**src/rtl/gcd_result_display.sv**
```systemverilog
`default_nettype none
// ============================================================================
// Module   : gcd_result_display
// Purpose  : Converts the GCD result to BCD one bit per cycle (shift-add-3)
//            and scans it onto the 8-digit seven-segment display.
//            Define GCD_DISP_HEX_EN to also show the result as hex on AN[5:4].
// Revision : 1.0  initial release
// ============================================================================
module gcd_result_display #(
   parameter int SCAN_DIV      = 100000,
   parameter int BLANK_LEADING = 1
) (
   input  logic       CLK100MHZ,
   input  logic       CPU_RESETN,
   input  logic [7:0] RESULT,
   input  logic       RESULT_VALID,
   output logic       BUSY,
   output logic [7:0] CA,
   output logic [7:0] AN
);

   localparam int c_CNT_W = (SCAN_DIV > 1) ? $clog2(SCAN_DIV) : 1;
`ifdef GCD_DISP_HEX_EN
   localparam int c_NSLOTS = 5;
`else
   localparam int c_NSLOTS = 3;
`endif

   typedef enum logic [0:0] {
      IDLE = 1'b0,
      CONV = 1'b1
   } state_t;

   state_t               r_state;
   logic [7:0]           r_shift;
   logic [11:0]          r_bcd;
   logic [2:0]           r_iter;
   logic [3:0]           r_hund;
   logic [3:0]           r_tens;
   logic [3:0]           r_ones;
   logic [c_CNT_W-1:0]   r_scan_cnt;
   logic [2:0]           r_slot;
   logic [11:0]          w_bcd_adj;
   logic [11:0]          w_bcd_next;
   logic                 w_blank_hund;
   logic                 w_blank_tens;
   logic [7:0]           w_an;
   logic [7:0]           w_ca;
`ifdef GCD_DISP_HEX_EN
   logic [7:0]           r_hex_cap;
   logic [7:0]           r_hex;
`endif

   function automatic logic [7:0] f_seg(input logic [3:0] d);
      case (d)
         4'h0: f_seg = 8'h03;  4'h1: f_seg = 8'h9F;
         4'h2: f_seg = 8'h25;  4'h3: f_seg = 8'h0D;
         4'h4: f_seg = 8'h99;  4'h5: f_seg = 8'h49;
         4'h6: f_seg = 8'h41;  4'h7: f_seg = 8'h1F;
         4'h8: f_seg = 8'h01;  4'h9: f_seg = 8'h09;
         4'hA: f_seg = 8'h11;  4'hB: f_seg = 8'hC1;
         4'hC: f_seg = 8'h63;  4'hD: f_seg = 8'h85;
         4'hE: f_seg = 8'h61;  default: f_seg = 8'h71;
      endcase
   endfunction

   always_comb begin
      w_bcd_adj = r_bcd;
      for (int i = 0; i < 3; i++) begin
         if (r_bcd[4*i +: 4] >= 4'd5)
            w_bcd_adj[4*i +: 4] = r_bcd[4*i +: 4] + 4'd3;
      end
      w_bcd_next = {w_bcd_adj[10:0], r_shift[7]};
   end

   always_ff @(posedge CLK100MHZ or negedge CPU_RESETN) begin
      if (!CPU_RESETN) begin
         r_state <= IDLE;
         r_shift <= '0;
         r_bcd   <= '0;
         r_iter  <= '0;
         r_hund  <= '0;
         r_tens  <= '0;
         r_ones  <= '0;
         BUSY    <= 1'b0;
`ifdef GCD_DISP_HEX_EN
         r_hex_cap <= '0;
         r_hex     <= '0;
`endif
      end else begin
         case (r_state)
            IDLE: begin
               if (RESULT_VALID) begin
                  r_shift <= RESULT;
                  r_bcd   <= '0;
                  r_iter  <= '0;
                  r_state <= CONV;
                  BUSY    <= 1'b1;
`ifdef GCD_DISP_HEX_EN
                  r_hex_cap <= RESULT;
`endif
               end
            end
            CONV: begin
               r_bcd   <= w_bcd_next;
               r_shift <= {r_shift[6:0], 1'b0};
               r_iter  <= r_iter + 3'd1;
               // Display digits load only from the completed accumulator
               if (r_iter == 3'd7) begin
                  r_hund  <= w_bcd_next[11:8];
                  r_tens  <= w_bcd_next[7:4];
                  r_ones  <= w_bcd_next[3:0];
                  r_state <= IDLE;
                  BUSY    <= 1'b0;
`ifdef GCD_DISP_HEX_EN
                  r_hex   <= r_hex_cap;
`endif
               end
            end
            default: r_state <= IDLE;
         endcase
      end
   end

   assign w_blank_hund = (BLANK_LEADING != 0) && (r_hund == 4'd0);
   assign w_blank_tens = w_blank_hund && (r_tens == 4'd0);

   always_comb begin
      w_an = 8'hFF;
      w_ca = 8'hFF;
      case (r_slot)
         3'd0: begin w_an[0] = 1'b0; w_ca = f_seg(r_ones); end
         3'd1: begin w_an[1] = 1'b0; w_ca = w_blank_tens ? 8'hFF : f_seg(r_tens); end
         3'd2: begin w_an[2] = 1'b0; w_ca = w_blank_hund ? 8'hFF : f_seg(r_hund); end
`ifdef GCD_DISP_HEX_EN
         3'd3: begin w_an[4] = 1'b0; w_ca = f_seg(r_hex[3:0]); end
         3'd4: begin w_an[5] = 1'b0; w_ca = f_seg(r_hex[7:4]); end
`endif
         default: ;
      endcase
   end

   always_ff @(posedge CLK100MHZ or negedge CPU_RESETN) begin
      if (!CPU_RESETN) begin
         r_scan_cnt <= '0;
         r_slot     <= '0;
         AN         <= 8'hFF;
         CA         <= 8'hFF;
      end else begin
         if (r_scan_cnt == c_CNT_W'(SCAN_DIV - 1)) begin
            r_scan_cnt <= '0;
            r_slot     <= (r_slot == 3'(c_NSLOTS - 1)) ? 3'd0 : r_slot + 3'd1;
         end else begin
            r_scan_cnt <= r_scan_cnt + c_CNT_W'(1);
         end
         AN <= w_an;
         CA <= w_ca;
      end
   end

endmodule
`default_nettype wire
```
**config.mk**
```make
export PLATFORM = sky130hd
export DESIGN_NAME = gcd_result_display
export DESIGN_NICKNAME = d
export VERILOG_FILES = /design/src/rtl/gcd_result_display.sv
export SDC_FILE = /design/constraint.sdc
export NUM_CORES = 1
export LEC_CHECK = 0
export CORE_MARGIN = 2
export CORE_UTILIZATION = 55
export DETAILED_ROUTE_END_ITERATION = 10
export PLACE_DENSITY = 0.74
export SYNTH_ARGS = -nofsm -noshare
export SYNTH_HDL_FRONTEND = slang
export SYNTH_SLANG_ARGS = --single-unit
export TNS_END_PERCENT = 10
```
**constraint.sdc**
```tcl
create_clock -name CLK100MHZ -period 2.17 [get_ports CLK100MHZ]
set_input_delay 0.434 -clock CLK100MHZ [delete_from_list [all_inputs] [get_ports CLK100MHZ]]
set_output_delay 0.434 -clock CLK100MHZ [all_outputs]
set_load 0.02 [all_outputs]
```
==> impl_metrics.ini <==
[logic_synthesis]
ys_types = 54
synth_warnings = 0
synth_top_family_by_area = simple AND/OR/NAND/NOR gates
postSynthRegisterBits = 67
synthMuxAreaShare_pct = 10.1
syn_inst = 400
yosysSeqAreaShare_pct = 42.4
synth-edff-count = 0
synth_xor_area_share_pct = 3.96
synthSimpleGateAreaFrac_pct = 16.3
synthAdderAreaFrac_pct = 9.43
synth-main-ff-cell = dfrtp_1
async_flop_share_pct = 100
syn_area_mm2 = 0.00398
synth_compound_area_share_pct = 12.6
syn_avg_cell_area_um2 = 9.95

[critical_path]
crit_family = flip-flops
crit_path_start_kind = register
worst_setup_path_end_kind = register
crit_chain = inv_1 > ha_1 > or2_2 > mux4_2 > a21oi_1 > o21ai_0
arrival_ns = 2.28
crit_fanout = 7
critical_path_class = register to register
slowest_delay_ns = 0.46
cpMaxStageDelayCell = dfrtp_1
crit_required_ns = 2.43
crit_buf_inv = 1

[cells_and_area]
layout_common_cells = dfrtp_1, nand2_1, ha_1
fillers = 590
final_common_cell = dfrtp_1
syn2layout_area_growth_pct = 13.2
nNetsFinal = 463
n_antenna_cell = 0
drive_gt1_share_pct = 13.3
final_cells = 526

[routing]
wl_um = 7200
ant_nets = 0
drtIter0Drc = 118
viasPerCell = 5.52
via_count = 2906
wire_per_inst_um = 13.7
route.detailed.drc = 0
firstDrtPassIters = 4

[die]
die_h_um = 89.1
io_pins = 28
dieArea_mm2 = 0.00794
die_w_um = 89.1
core_area_mm2 = 0.00714
placementRows = 31
start_util_pct = 55.8

[power_and_ir_drop]
powerDensity_mw_per_mm2 = 1240
p_leak_uw = 0.00203
vdd.ir_drop.worst_mv = 0.639

[place]
dpl.cell_count = 510
dp_hpwl_um = 5260
io_buffers = 21
place.gp.congestion = 0.866

[timing]
max_freq_mhz = 495
finClkSkew_ns = 0.00556
fin_crit_ns = 2.02
post-route-period-util_pct = 93.2
tightest_slew_ns = 0.500
grt_setup_unrepaired = no
tns_ns = 0
setup-violations-final = 0
hold_viol = 0
slew_headroom_pct = 66.6
slew_viol_final = 0

[global_route]
grt_pass1_wl_um = 12100
antenna_found_initial = 0
grt_use_total_pct = 19.6
first_global_vias = 2695
grt_overflow_total = 0
grt_max_degree = 39

[clock_network]
cts_made_buffers = 9
clock_latency_ns = 0.34
path_clk_slew_ns = 0.07
hold_buffers = 0
h-tree-depth = 3
cts_max_path_buffers = 2
cts_resized = 0
cts_tree = done
postCtsSetupRepairBufs = 0
cts_sinks = 67
clock-root-buffer = clkbuf_8

[hold_path]
hold_path.class = primary input to async pin

[job]
drv_cap = 0

[outcome]
status = finished clean
[worst paths after layout]
check / slack [ns] / end / from / depth (start not counted)
max in group asynchronous: 1.72 / AN[0]$_DFF_PN1_ / CPU_RESETN / 2
min: 0.13 / r_slot[0]$_DFFE_PN0N_ / CPU_RESETN / 2
max: 0.15 / CA[4]$_DFF_PN1_ / r_hund[0]$_DFFE_PN0P_ / 6
min in group CLK100MHZ: 0.49 / r_scan_cnt[0]$_DFF_PN0_ / r_scan_cnt[0]$_DFF_PN0_ / 1
min reg2reg: 0.49 / r_scan_cnt[0]$_DFF_PN0_ / r_scan_cnt[0]$_DFF_PN0_ / 1
max reg2reg: 0.15 / CA[4]$_DFF_PN1_ / r_hund[0]$_DFFE_PN0P_ / 6
[cell usage after synthesis (all sizes together) (2+ instances only)]
master,instances,share of area (%)
nor3,6,0.75
a31oi,3,0.47
a22o,2,0.44
a2111o,2,0.57
mux2i,22,5.5
o21ai,29,3.6
dfstp,10,6.6
a21oi,19,2.4
dfrtp,57,36
and4,4,0.91
o2111ai,3,0.66
buf,10,1.6
o211ai,4,0.75
nand4,6,1.1
nand2,31,2.9
nor2,27,2.5
a221o,2,0.50
xor2,3,0.66
mux2,8,2.3
nor2b,4,0.63
mux4,4,2.3
a21boi,2,0.38
inv,22,2.1
ha,30,9.4
nand3,9,1.1
nand2b,12,1.9
or2,2,0.31
clkbuf,16,1.5
xnor2,15,3.3
nor3b,11,2.1
a21o,4,0.75
or3,3,0.47
[area by class of cell]
| type | count | area (um^2) | area share [%] |
|---|---|---|---|
| clock buffer | 10 | 128 | 2.83 |
| clock inverter | 6 | 90.1 | 2.00 |
| inverter | 22 | 82.6 | 1.83 |
| multi-input combinational | 290 | 2110 | 46.7 |
| sequential | 67 | 1690 | 37.5 |
| tap | 99 | 124 | 2.75 |
| timing repair buffer | 32 | 288 | 6.39 |
[cells by family after synthesis]
| family | Yosys count |
|---|---|
| AO/OA/AOI/OAI | 80 |
| XOR/XNOR | 18 |
| other | 1 |
| multiplexers | 34 |
| AND/OR/NAND/NOR | 122 |
| buffers and inverters | 48 |
| flip-flops | 67 |
| adder cells (fa/ha/maj) | 30 |
[stage by stage]
step	cell area [um^2]	hold WS, ns	util (%)	power, uW	worst slack (ns)
2_1_floorplan	4000	0.138	-	3870	0.367
3_3_place_gp	4290	0.464	60.1	4350	0.294
3_5_place_dp	4290	0.476	60.1	4480	0.191
4_1_cts	4510	0.123	63.1	5620	0.165
5_1_grt	4510	0.163	63.1	6020	0.0531
6_report	4510	0.129	63.1	5580	0.148
[sequential cells by signal (all words and copies together) (netlist names)]
signal      flops
r_hund          4
r_tens          4
r_shift         8
AN              3
r_iter          3
r_scan_cnt     17
BUSY            1
r_ones          4
r_bcd          12
r_slot          3
CA              7
r_state         1
[metal layers]
| metal | global-route usage [%] | up-vias | part of all wire [%] |
|---|---|---|---|
| li1 | - | 1436 | - |
| met1 | 26.1 | 1386 | 48 |
| met2 | 31.2 | 70 | 47 |
| met3 | 4.34 | 14 | 3.9 |
| met4 | 7.87 | 0 | 1.8 |
| met5 | 0 | - | 0 |
[where the power goes]
group	switching [uW]	internal (uW)	total, uW
registers	437	1650	2090
logic	1190	1170	2360
clock network	478	649	1130
No activity file was read; power rests on OpenSTA's default activity.
